==> config.mk <==
export PLATFORM = sky130hd
export DESIGN_NAME = hazard_stall_unit
export DESIGN_NICKNAME = d
export VERILOG_FILES = /design/src/rtl/hazard_stall_unit_pkg.sv /design/src/rtl/hazard_stall_unit_hazard_compare.sv /design/src/rtl/hazard_stall_unit.sv
export SDC_FILE = /design/constraint.sdc
export NUM_CORES = 1
export LEC_CHECK = 0
export CORE_MARGIN = 2
export CORE_UTILIZATION = 47
export CTS_CLUSTER_SIZE = 8
export DETAILED_ROUTE_END_ITERATION = 12
export PLACE_DENSITY = 0.91
export SLEW_MARGIN = 30
export SYNTH_ARGS = -nofsm -noshare
export SYNTH_HDL_FRONTEND = slang
export SYNTH_SLANG_ARGS = --single-unit
==> constraint.sdc <==
create_clock -name Clk -period 3.08 [get_ports Clk]
set_clock_uncertainty 0.1 [all_clocks]
set_input_delay 0.616 -clock Clk [delete_from_list [all_inputs] [get_ports Clk]]
set_output_delay 0.616 -clock Clk [all_outputs]
set_load 0.03 [all_outputs]
==> src/rtl/hazard_stall_unit_pkg.sv <==
// Shared definitions for the hazard/stall pipeline controller.
//  - 2-bit state encodings and the FSM state type
//  - NOP_INSTR: the encoding that IF/ID holds after a flush
//  - REG_ZERO: hard-wired zero register, never a real dependency
package hazard_stall_unit_pkg;

    localparam logic [1:0] ST_RUN_ENC         = 2'd0;
    localparam logic [1:0] ST_LOAD_STALL_ENC  = 2'd1;
    localparam logic [1:0] ST_MULDIV_WAIT_ENC = 2'd2;
    localparam logic [1:0] ST_MEM_WAIT_ENC    = 2'd3;

    typedef enum logic [1:0] {
        ST_RUN         = ST_RUN_ENC,
        ST_LOAD_STALL  = ST_LOAD_STALL_ENC,
        ST_MULDIV_WAIT = ST_MULDIV_WAIT_ENC,
        ST_MEM_WAIT    = ST_MEM_WAIT_ENC
    } state_e;

    localparam logic [31:0] NOP_INSTR = 32'd0;
    localparam logic [4:0]  REG_ZERO  = 5'd0;

endpackage

==> src/rtl/hazard_stall_unit_hazard_compare.sv <==
// Combinational load-use comparator.
// A hazard exists when the instruction in EX is a load whose destination
// (other than the zero register) is read by the instruction in ID.
// Ports:
//  ifid_rs, ifid_rt   in  source registers of the ID instruction
//  ifid_uses_rt       in  ID instruction actually reads rt
//  idex_mem_read      in  EX instruction is a load
//  idex_dest_reg      in  destination register of the EX instruction
//  hazard             out load-use hazard present this cycle
module hazard_compare
    import hazard_stall_unit_pkg::*;
(
    input  logic [4:0] ifid_rs,
    input  logic [4:0] ifid_rt,
    input  logic       ifid_uses_rt,
    input  logic       idex_mem_read,
    input  logic [4:0] idex_dest_reg,
    output logic       hazard
);

    logic rs_match;
    logic rt_match;

    always_comb begin
        rs_match = (idex_dest_reg == ifid_rs);
        rt_match = ifid_uses_rt && (idex_dest_reg == ifid_rt);
        hazard   = idex_mem_read && (idex_dest_reg != REG_ZERO) && (rs_match || rt_match);
    end

endmodule

==> src/rtl/hazard_stall_unit.sv <==
// Pipeline-control FSM beside the ID stage. Drives PC write, IF/ID enable
// and flush, ID/EX enable and bubble, EX/MEM bubble. Outputs depend on the
// registered state and the current inputs, so they take effect in the same
// cycle, ahead of the IF/ID capture.
// Ports:
//  Clk, Reset_n           clock (posedge) and synchronous active-low reset
//  IFID_Rs/Rt/UsesRt      operands of the ID instruction
//  IDEX_MemRead/DestReg   load in EX and its destination
//  MulDivStart            first EX cycle of a mul/div
//  EXMEM_MemAcc/DMemReady data memory access in MEM and its completion
//  BranchTaken            taken branch/jump resolved in EX
//  PCWrite .. EXMEM_Bubble pipeline controls
//  ProtoErr               sticky: BranchTaken seen outside RUN
//  StallCycles            saturating count of cycles with PCWrite=0
//  dbg_state              current FSM state
// Handshake: none; every input is a level qualified by the current cycle and
// every output is a level acting on the same cycle's register captures.
module hazard_stall_unit
    import hazard_stall_unit_pkg::*;
#(
    parameter int LOAD_STALL_CYCLES = 1,
    parameter int MULDIV_CYCLES     = 4,
    parameter int PERF_W            = 16
) (
    input  logic              Clk,
    input  logic              Reset_n,
    input  logic [4:0]        IFID_Rs,
    input  logic [4:0]        IFID_Rt,
    input  logic              IFID_UsesRt,
    input  logic              IDEX_MemRead,
    input  logic [4:0]        IDEX_DestReg,
    input  logic              MulDivStart,
    input  logic              EXMEM_MemAcc,
    input  logic              DMemReady,
    input  logic              BranchTaken,
    output logic              PCWrite,
    output logic              IFID_En,
    output logic              IFID_Flush,
    output logic              IDEX_En,
    output logic              IDEX_Bubble,
    output logic              EXMEM_Bubble,
    output logic              ProtoErr,
    output logic [PERF_W-1:0] StallCycles,
    output state_e            dbg_state
);

    state_e            state_q, state_d;
    state_e            ret_q, ret_d;
    logic [3:0]        cnt_q, cnt_d;
    logic              proto_q, proto_d;
    logic [PERF_W-1:0] stall_q, stall_d;

    logic hazard;
    logic mem_stall;
    logic pc_write, ifid_en, ifid_flush, idex_en, idex_bubble, exmem_bubble;

    hazard_compare u_hazard_compare (
        .ifid_rs       (IFID_Rs),
        .ifid_rt       (IFID_Rt),
        .ifid_uses_rt  (IFID_UsesRt),
        .idex_mem_read (IDEX_MemRead),
        .idex_dest_reg (IDEX_DestReg),
        .hazard        (hazard)
    );

    assign mem_stall = EXMEM_MemAcc && !DMemReady;

    always_comb begin
        state_d      = state_q;
        ret_d        = ret_q;
        cnt_d        = cnt_q;
        proto_d      = proto_q || (BranchTaken && (state_q != ST_RUN));
        pc_write     = 1'b1;
        ifid_en      = 1'b1;
        ifid_flush   = 1'b0;
        idex_en      = 1'b1;
        idex_bubble  = 1'b0;
        exmem_bubble = 1'b0;

        case (state_q)
            ST_RUN: begin
                if (mem_stall) begin
                    pc_write     = 1'b0;
                    ifid_en      = 1'b0;
                    idex_en      = 1'b0;
                    exmem_bubble = 1'b1;
                    state_d      = ST_MEM_WAIT;
                    ret_d        = ST_RUN;
                end else if (BranchTaken) begin
                    // The flushed ID instruction never reaches EX, so any
                    // hazard it would have caused is moot.
                    ifid_flush  = 1'b1;
                    idex_bubble = 1'b1;
                end else if (MulDivStart) begin
                    pc_write     = 1'b0;
                    ifid_en      = 1'b0;
                    idex_en      = 1'b0;
                    exmem_bubble = 1'b1;
                    if (MULDIV_CYCLES > 1) begin
                        state_d = ST_MULDIV_WAIT;
                        cnt_d   = 4'(MULDIV_CYCLES - 1);
                    end
                end else if (hazard) begin
                    pc_write    = 1'b0;
                    ifid_en     = 1'b0;
                    idex_bubble = 1'b1;
                    if (LOAD_STALL_CYCLES > 1) begin
                        state_d = ST_LOAD_STALL;
                        cnt_d   = 4'(LOAD_STALL_CYCLES - 1);
                    end
                end
            end
            ST_LOAD_STALL: begin
                pc_write = 1'b0;
                ifid_en  = 1'b0;
                if (mem_stall) begin
                    // Memory freeze wins; cnt holds so the remaining stall
                    // cycles are served after the freeze.
                    idex_en      = 1'b0;
                    exmem_bubble = 1'b1;
                    state_d      = ST_MEM_WAIT;
                    ret_d        = ST_LOAD_STALL;
                end else begin
                    idex_bubble = 1'b1;
                    cnt_d       = cnt_q - 4'd1;
                    if (cnt_q == 4'd1) state_d = ST_RUN;
                end
            end
            ST_MULDIV_WAIT: begin
                pc_write     = 1'b0;
                ifid_en      = 1'b0;
                idex_en      = 1'b0;
                exmem_bubble = 1'b1;
                if (mem_stall) begin
                    state_d = ST_MEM_WAIT;
                    ret_d   = ST_MULDIV_WAIT;
                end else begin
                    cnt_d = cnt_q - 4'd1;
                    if (cnt_q == 4'd1) state_d = ST_RUN;
                end
            end
            ST_MEM_WAIT: begin
                // The ready cycle itself still freezes; the data is only
                // consumed at this edge.
                pc_write     = 1'b0;
                ifid_en      = 1'b0;
                idex_en      = 1'b0;
                exmem_bubble = 1'b1;
                if (DMemReady) state_d = ret_q;
            end
            default: state_d = ST_RUN;
        endcase

        stall_d = stall_q;
        if (!pc_write && (stall_q != {PERF_W{1'b1}})) stall_d = stall_q + PERF_W'(1);

        PCWrite      = pc_write;
        IFID_En      = ifid_en;
        IFID_Flush   = ifid_flush;
        IDEX_En      = idex_en;
        IDEX_Bubble  = idex_bubble;
        EXMEM_Bubble = exmem_bubble;
        if (!Reset_n) begin
            PCWrite      = 1'b0;
            IFID_En      = 1'b0;
            IFID_Flush   = 1'b1;
            IDEX_En      = 1'b1;
            IDEX_Bubble  = 1'b1;
            EXMEM_Bubble = 1'b1;
        end
    end

    always_ff @(posedge Clk) begin
        if (!Reset_n) begin
            state_q <= ST_RUN;
            ret_q   <= ST_RUN;
            cnt_q   <= 4'd0;
            proto_q <= 1'b0;
            stall_q <= '0;
        end else begin
            state_q <= state_d;
            ret_q   <= ret_d;
            cnt_q   <= cnt_d;
            proto_q <= proto_d;
            stall_q <= stall_d;
        end
    end

    assign ProtoErr    = proto_q;
    assign StallCycles = stall_q;
    assign dbg_state   = state_q;

endmodule

==> flow_metrics.env, run 1 <==
export IMPL_path_max_fanout=3
export IMPL_drtIter0Drc=150
export IMPL_wire_per_inst_um=13.4
export IMPL_die_h_um=62.1
export IMPL_ys_types=45
export IMPL_mostFrequentLayoutCell="clkdlybuf4s50_1"
export IMPL_start_util_pct=48.3
export IMPL_fin_crit_sh_pct=98.3
export IMPL_ys_async_sr_fraction_pct=0
export IMPL_ys_ff_latch=25
export IMPL_cts_buffers_inserted=3
export IMPL_setup_tns_ns=0
export IMPL_finalMaxSlewViolations=0
export IMPL_antennaDiodeCount=0
export IMPL_vias=1606
export IMPL_yosysWarnings=0
export IMPL_cts_tree="yes"
export IMPL_postCtsSetupRepairBufs=0
export IMPL_die_area_um2=3850
export IMPL_drc_errors=0
export IMPL_dieWidth_um=62.1
export IMPL_final_hold_viol_count=0
export IMPL_synthCells=195
export IMPL_synthToLayoutAreaGrowth_pct=37.3
export IMPL_ir_worst_vdd_uv=494
export IMPL_ant_nets=0
export IMPL_io_pins=48
export IMPL_min_delay_path_class="reg2reg"
export IMPL_gp_congestion=0.883
export IMPL_rows=21
export IMPL_setup_viol=0
export IMPL_synth_edf_count=0
export IMPL_ctsHoldBuffers=0
export IMPL_avgSynthCellArea_um2=8.13
export IMPL_first_pass_iters=4
export IMPL_grt_overflow=0
export IMPL_io_buffers=47
export IMPL_setup_slack_ns=0.0528
export IMPL_critPathLaunchType="input pin"
export IMPL_drt_total_wl_mm=3.88
export IMPL_fin_nets=275
export IMPL_cap_violations=0
export IMPL_pwr_density_cell_nw_per_um2=626
export IMPL_worst_slew_margin_rel_pct=46.4
export IMPL_p_leak_nw=0.811
export IMPL_end_kind="output pin"
export IMPL_htreeDepth=1
export IMPL_critical_path_arrival_ns=2.31
export IMPL_clockRootBuffer="clkbuf_4"
export IMPL_crit_required_ns=2.36
export IMPL_netlist_area_um2=1590
export IMPL_critical_path_class="in2out"
export IMPL_drive_above_1_share_pct=9.47
export IMPL_place_hpwl_mm=2.90
export IMPL_ys_flop_type="dfxtp_1"
export IMPL_clock_fmax_ghz=0.330
export IMPL_preCtsSetupSlack_ns=-0.0130
export IMPL_grt_pass1_wl_mm=6.00
export IMPL_outcome="completed"
export IMPL_path_clk_slew_ns=0.13
export IMPL_final_cell_mix="40 x clkdlybuf4s50_1, 25 x dfxtp_1, 16 x a21oi_1, 15 x nand2_1"
export IMPL_period_needed_ns=3.03
export IMPL_ys_seq_area_share_pct=31.6
export IMPL_grt_max_degree=28
export IMPL_clock_latency_ns=0.34
export IMPL_grtUsageTotal_pct=20.6
export IMPL_cts_path_max_buffers=2
export IMPL_synth_nets=226
export IMPL_cts_sinks=25
export IMPL_worstMarginPinSlew_ns=0.804
export IMPL_core_area_um2=3280
export IMPL_antenna_found_initial=0
export IMPL_grt_pass1_vias=1401
export IMPL_vias_per_cell=5.56
==> cell families (layout without fill, tap and decap cells) <==
logic type / count (synthesis) / count (layout) / synth area share [%]
AO/OA/AOI/OAI: 57 / 57 / 23.9
AND/OR/NAND/NOR: 71 / 71 / 24.8
flip-flops: 25 / 25 / 31.6
XOR/XNOR: 10 / 10 / 5.53
adder cells (fa/ha/maj): 8 / 8 / 6.31
buffers and inverters: 21 / 69 / 6.00
multiplexers: 3 / 3 / 1.89
==> state kept, by name, summed over array words and instances, names as in the netlist <==
| register | count |
|---|---|
| ret_q | 2 |
| cnt_q | 4 |
| dbg_state | 2 |
| ProtoErr | 1 |
| StallCycles | 16 |
==> stage by stage <==
step                      total power, mW  instance area, um^2  std cells  utilization (%)  hold slack (ns)
final                                1.36                 2180        289             66.2            0.405
after global routing                 1.47                 2180        289             66.2            0.425
after CTS                            1.35                 2150        289             65.5            0.401
after detailed placement             1.19                 2120        285             64.5            0.357
after global placement               1.17                 2120        285             64.5            0.363
after floorplan                     0.948                 1590        195                -            0.384
==> synthesized netlist by cell type (all sizes together) (5+ instances only) <==
cell | n | area (um^2)
nor2 | 12 | 45.0
ha | 8 | 100
or4 | 12 | 90.1
dfxtp | 25 | 500
inv | 9 | 33.8
nand2b | 6 | 37.5
xor2 | 9 | 78.8
nand3 | 6 | 30.0
o21ai | 10 | 50.0
nand2 | 15 | 56.3
a21oi | 16 | 80.1
clkbuf | 5 | 18.8
buf | 6 | 38.8
and3 | 7 | 43.8
o31ai | 10 | 75.1
==> layer usage <==
layer	vias to the layer above	track usage [%]	share of wire (%)	routed length (um)
li1	816	-	-	-
met1	729	26.4	41	1610
met2	51	34.7	52	2020
met3	10	4.55	4.9	190
met4	0	5.78	1.5	60
met5	-	0	0	0
==> critical path, cell delays in order <==
cell	delay [ns]
clkdlybuf4s50_1	0.47
or4_1	0.52
o21ai_2	0.15
nor2_1	0.08
nor2_1	0.09
o2111a_2	0.23
buf_6	0.14
==> power breakdown <==
part	internal [mW]	switching, mW	total, mW
Sequential	0.380	0.0579	0.438
Combinational	0.332	0.434	0.767
Clock	0.0498	0.108	0.158
Total	0.763	0.600	1.36
==> repair_timing <==
action / 4_1_cts / 5_1_grt
gates resized for setup: 1 / 8
cloned: 0 / 0
endpoints found under the setup margin: 2 / 4
pin swaps: 0 / 3
endpoints found under the hold margin: 0 / 0
==> area by class of cell <==
| cell class | count | area [um^2] |
|---|---|---|
| sequential | 25 | 500 |
| clock inverter | 1 | 7.51 |
| fill | 276 | 1110 |
| timing repair buffer | 55 | 548 |
| tap | 46 | 57.6 |
| inverter | 10 | 37.5 |
| clock buffer | 3 | 22.5 |
| multi-input combinational | 149 | 1000 |
==> path summary, 6_finish.rpt <==
path         slack, ns        endpoint  cells past startpoint       startpoint
min reg2reg       0.41        ProtoErr                      2         ProtoErr
max reg2reg       0.75  StallCycles[6]                      6   StallCycles[5]
min               0.41        ProtoErr                      2         ProtoErr
max               0.05         PCWrite                      7  IDEX_DestReg[3]
Note: power is estimated with default switching activity, not from simulation.
==> inputs of run 2 (changes only) <==
--- a/config.mk
+++ b/config.mk
@@ -5,6 +5,7 @@
 export SDC_FILE = /design/constraint.sdc
 export NUM_CORES = 1
 export LEC_CHECK = 0
+export CORE_ASPECT_RATIO = 1.2
 export CORE_MARGIN = 2
 export CORE_UTILIZATION = 47
 export CTS_CLUSTER_SIZE = 8
==> flow_metrics.env, run 2 (synthesized netlist as in run 1, its figures left out) <==
export IMPL_rows=23
export IMPL_hp_start="StallCycles[14]"
export IMPL_grt_max_degree=30
export IMPL_clockRootBuffer="clkbuf_8"
export IMPL_clock_latency_ns=0.28
export IMPL_pwr_share_clk_pct=15.2
export IMPL_final_seq_area_um2=500
export IMPL_p_sw_share_pct=44.3
export IMPL_multi_input_area_um2=993
export IMPL_antenna_found_initial=0
export IMPL_rsz0062_at_grt="no"
export IMPL_fin_crit_sh_pct=96.4
export IMPL_setup_tns_ns=0
export IMPL_crit_path_start="IFID_Rt[3]"
export IMPL_setup_slack_ns=0.110
export IMPL_cap_violations=0
export IMPL_cts_path_max_buffers=2
export IMPL_intPower_mw=0.782
export IMPL_start_util_pct=48.3
export IMPL_cts_tree="yes"
export IMPL_htreeDepth=1
export IMPL_grtUsageTotal_pct=21.5
export IMPL_cts_sinks=25
export IMPL_path_max_fanout=2
export IMPL_outcome="completed"
export IMPL_min_delay_path_class="reg2reg"
export IMPL_final_cells=279
export IMPL_end_kind="output pin"
export IMPL_place_hpwl_mm=3.00
export IMPL_io_buffers=47
export IMPL_vias=1645
export IMPL_critPathMaxStageDelay_ns=0.42
export IMPL_ant_nets=0
export IMPL_die_h_um=67.6
export IMPL_final_cell_mix="38 x clkdlybuf4s50_1, 25 x dfxtp_1, 16 x a21oi_1, 15 x nand2_1"
export IMPL_largest_reg_flops=16
export IMPL_combPwrFrac_pct=53.3
export IMPL_crit_chain="clkdlybuf4s50_1, xor2_1, nor4_2, a32oi_1, nor2_1, nor2_1, o2111a_1, buf_4"
export IMPL_pwr_density_cell_nw_per_um2=648
export IMPL_preCtsSetupSlack_ns=0.00172
export IMPL_worstMarginPinSlew_ns=0.768
export IMPL_synthToLayoutAreaGrowth_pct=36.5
export IMPL_slowest_stage="clkdlybuf4s50_1"
export IMPL_io_pins=48
export IMPL_hold_depth=2
export IMPL_ff2ff_path_depth=6
export IMPL_drive_above_1_share_pct=7.85
export IMPL_grt_overflow=0
export IMPL_antennaDiodeCount=0
export IMPL_setup_viol=0
export IMPL_dieWidth_um=57.0
export IMPL_final_hold_viol_count=0
export IMPL_timing_hold_ws_ns=0.394
export IMPL_min_to="StallCycles[14]"
export IMPL_grt_pass1_wl_mm=6.62
export IMPL_gp_congestion=0.799
export IMPL_critical_path_arrival_ns=2.25
export IMPL_grt_pass1_vias=1511
export IMPL_p_leak_nw=0.824
export IMPL_critical_path_class="in2out"
export IMPL_dp_cells=274
export IMPL_drt_total_wl_mm=4.01
export IMPL_core_area_um2=3280
export IMPL_finalMaxSlewViolations=0
export IMPL_vias_per_cell=5.90
export IMPL_r2r_start="StallCycles[5]"
export IMPL_cp_common_cell="nor2_1"
export IMPL_period_needed_ns=2.97
export IMPL_worst_slew_margin_rel_pct=48.8
export IMPL_ir_worst_vdd_uv=622
export IMPL_first_pass_iters=4
export IMPL_r2r_end="StallCycles[4]"
export IMPL_critPathLaunchType="input pin"
export IMPL_crit_required_ns=2.36
export IMPL_die_area_um2=3860
export IMPL_wire_per_inst_um=14.4
export IMPL_mostFrequentLayoutCell="clkdlybuf4s50_1"
export IMPL_p_sw_mw=0.621
export IMPL_path_clk_slew_ns=0.10
export IMPL_r2r_slack_ns=0.77
export IMPL_power_frac_seq_pct=31.5
export IMPL_drtIter0Drc=51
export IMPL_fillers=285
export IMPL_cts_buffers_inserted=3
export IMPL_clock_fmax_ghz=0.337
export IMPL_fin_nets=274
export IMPL_drc_errors=0
run 2: layout make-up:
cell class                 count  area share, %
multi-input combinational    149           45.9
sequential                    25           23.1
clock buffer                   3           1.91
tap                           37           2.14
clock inverter                 1          0.347
timing repair buffer          54           24.9
inverter                      10           1.73
run 2: worst max-delay path by stage:
stage	slack (ns)	cells past startpoint	end
finish	0.11	8	IFID_En
global route	0.02	8	PCWrite
CTS	0.01	8	IFID_En
detailed placement	0.002	7	IFID_En
global placement	0.06	7	PCWrite
floorplan	0.29	6	IDEX_Bubble
run 2: layer usage:
metal | up-vias | track usage, % | wire length [um]
met5 | - | 0 | 0
met3 | 9 | 3.83 | 138
li1 | 817 | - | -
met2 | 41 | 38.4 | 2080
met1 | 778 | 25.2 | 1730
met4 | 0 | 9.30 | 67
run 2: worst max-delay path: cells and delay by family:
kind	cells	cell delay (ns)
buffers and inverters	2	0.59
and+or+nand+nor	3	0.49
xor gates and xnor gates	1	0.17
AOI/OAI and AO/OA	2	0.38
run 2: power groups by stage:
stage,Clock (mW),Sequential (mW),Combinational [mW]
2_1_floorplan,0,0.485,0.463
3_3_place_gp,0,0.443,0.718
3_5_place_dp,0,0.447,0.740
4_1_cts,0.212,0.441,0.743
5_1_grt,0.226,0.450,0.824
6_report,0.213,0.441,0.748
run 2: repair_timing:
item	CTS	global route
gates resized for setup	1	6
buffers inserted	0	1
pin swaps	1	2
hold buffers	0	0
setup endpoints to repair	2	4
run 2: stage by stage:
step	instance area, um^2	power [mW]	util (%)
finish	2160	1.40	66.0
global placement	2090	1.16	63.8
detailed placement	2090	1.19	63.8
CTS	2140	1.40	65.4
floorplan	1590	0.948	-
global route	2160	1.50	66.0
==> inputs of run 3 (changes only) <==
--- a/config.mk
+++ b/config.mk
@@ -5,7 +5,7 @@
 export SDC_FILE = /design/constraint.sdc
 export NUM_CORES = 1
 export LEC_CHECK = 0
-export CORE_ASPECT_RATIO = 1.2
+export CORE_ASPECT_RATIO = 0.6
 export CORE_MARGIN = 2
 export CORE_UTILIZATION = 47
 export CTS_CLUSTER_SIZE = 8
==> flow_metrics.env, run 3 (synthesized netlist as in run 1, its figures left out) <==
export IMPL_end_kind="output pin"
export IMPL_io_buffers=47
export IMPL_clock_fmax_ghz=0.334
export IMPL_synthToLayoutAreaGrowth_pct=37.2
export IMPL_path_clk_slew_ns=0.08
export IMPL_setup_viol=0
export IMPL_cts_path_max_buffers=2
export IMPL_crit_required_ns=2.36
export IMPL_antenna_found_initial=0
export IMPL_cap_violations=0
export IMPL_htreeDepth=1
export IMPL_critical_path_arrival_ns=2.28
export IMPL_ant_nets=0
export IMPL_grtUsageTotal_pct=21.2
export IMPL_drtIter0Drc=88
export IMPL_grt_pass1_wl_mm=6.45
export IMPL_final_cell_mix="39 x clkdlybuf4s50_1, 25 x dfxtp_1, 16 x a21oi_1, 15 x nand2_1, 12 x nor2_1"
export IMPL_final_cells=287
export IMPL_path_max_fanout=3
export IMPL_grt_overflow=0
export IMPL_fillers=264
export IMPL_period_needed_ns=3.00
export IMPL_worst_slew_margin_rel_pct=47.9
export IMPL_first_pass_iters=6
export IMPL_p_leak_nw=0.817
export IMPL_fin_crit_sh_pct=97.3
export IMPL_grt_pass1_vias=1356
export IMPL_p_total_mw=1.40
export IMPL_setup_tns_ns=0
export IMPL_grt_max_degree=28
export IMPL_drive_above_1_share_pct=8.26
export IMPL_placed_cell_area_um2=2100
export IMPL_fin_nets=274
export IMPL_mostFrequentLayoutCell="clkdlybuf4s50_1"
export IMPL_ctsHoldBuffers=0
export IMPL_pwr_density_cell_nw_per_um2=646
export IMPL_vias=1604
export IMPL_critical_path_class="in2out"
export IMPL_min_delay_path_class="reg2reg"
export IMPL_core_area_um2=3240
export IMPL_largest_reg_flops=16
export IMPL_cts_tree="yes"
export IMPL_drc_errors=0
export IMPL_setup_slack_ns=0.0826
export IMPL_io_pins=48
export IMPL_dp_cells=282
export IMPL_place_hpwl_mm=3.01
export IMPL_dieWidth_um=79.0
export IMPL_finalMaxSlewViolations=0
export IMPL_rows=16
export IMPL_die_h_um=49.0
export IMPL_drt_total_wl_mm=4.13
export IMPL_hold_depth=2
export IMPL_critPathLaunchType="input pin"
export IMPL_wire_per_inst_um=14.4
export IMPL_vias_per_cell=5.59
export IMPL_antennaDiodeCount=0
export IMPL_worstMarginPinSlew_ns=0.782
export IMPL_final_hold_viol_count=0
export IMPL_finalInstanceArea_um2=2170
export IMPL_cts_sinks=25
export IMPL_die_area_um2=3870
export IMPL_start_util_pct=48.9
export IMPL_ff2ff_path_depth=6
export IMPL_clock_latency_ns=0.27
export IMPL_clockRootBuffer="clkbuf_8"
export IMPL_outcome="completed"
export IMPL_gp_congestion=0.839
export IMPL_ir_worst_vdd_uv=325
export IMPL_cts_buffers_inserted=3
export IMPL_preCtsSetupSlack_ns=-0.00861
## run 3: metal layers
| metal | share of wire, % | GRT usage (%) | vias to the layer above |
|---|---|---|---|
| li1 | - | - | 816 |
| met1 | 50 | 31.2 | 739 |
| met2 | 44 | 30.4 | 42 |
| met3 | 5.1 | 4.81 | 7 |
| met4 | 1.4 | 6.90 | 0 |
| met5 | 0 | 0 | - |
## run 3: final cells by class
type	instances	area, um^2	share of cell area [%]
multi-input combinational	149	1000	46.0
inverter	10	37.5	1.73
clock buffer	4	45.0	2.07
sequential	25	500	23.0
tap	45	56.3	2.59
timing repair buffer	54	536	24.6
## run 3: per-stage QoR
| step | hold WS (ns) | util, % |
|---|---|---|
| 2_1_floorplan | 0.384 | - |
| 3_3_place_gp | 0.353 | 64.8 |
| 3_5_place_dp | 0.361 | 64.8 |
| 4_1_cts | 0.382 | 66.3 |
| 5_1_grt | 0.411 | 67.1 |
| 6_report | 0.377 | 67.1 |
## run 3: worst paths after layout
kind / slack (ns) / from / endpoint
setup / recovery: 0.08 / IDEX_DestReg[4] / PCWrite
hold / removal: 0.38 / ProtoErr / ProtoErr
setup reg to reg: 0.77 / StallCycles[3] / StallCycles[3]
hold reg to reg: 0.38 / ProtoErr / ProtoErr
## run 3: critical path: stages
cell and delay (ns):
clkdlybuf4s50_1 0.47, xor2_1 0.20, nor4_2 0.21, a32oi_1 0.15, nor2_1 0.15, nor2_1 0.05, o2111a_1 0.25, buf_4 0.17
## run 3: what timing repair did
action                                  4_1_cts  5_1_grt
pin swaps                                     0        2
endpoints found under the setup margin        2        4
buffers inserted                              0        1
resized for setup                             1        6
## run 3: power by group
| group | switching [mW] | internal [mW] | total [mW] |
|---|---|---|---|
| Combinational | 0.444 | 0.323 | 0.767 |
| Clock | 0.105 | 0.0928 | 0.197 |
| Sequential | 0.0593 | 0.380 | 0.440 |
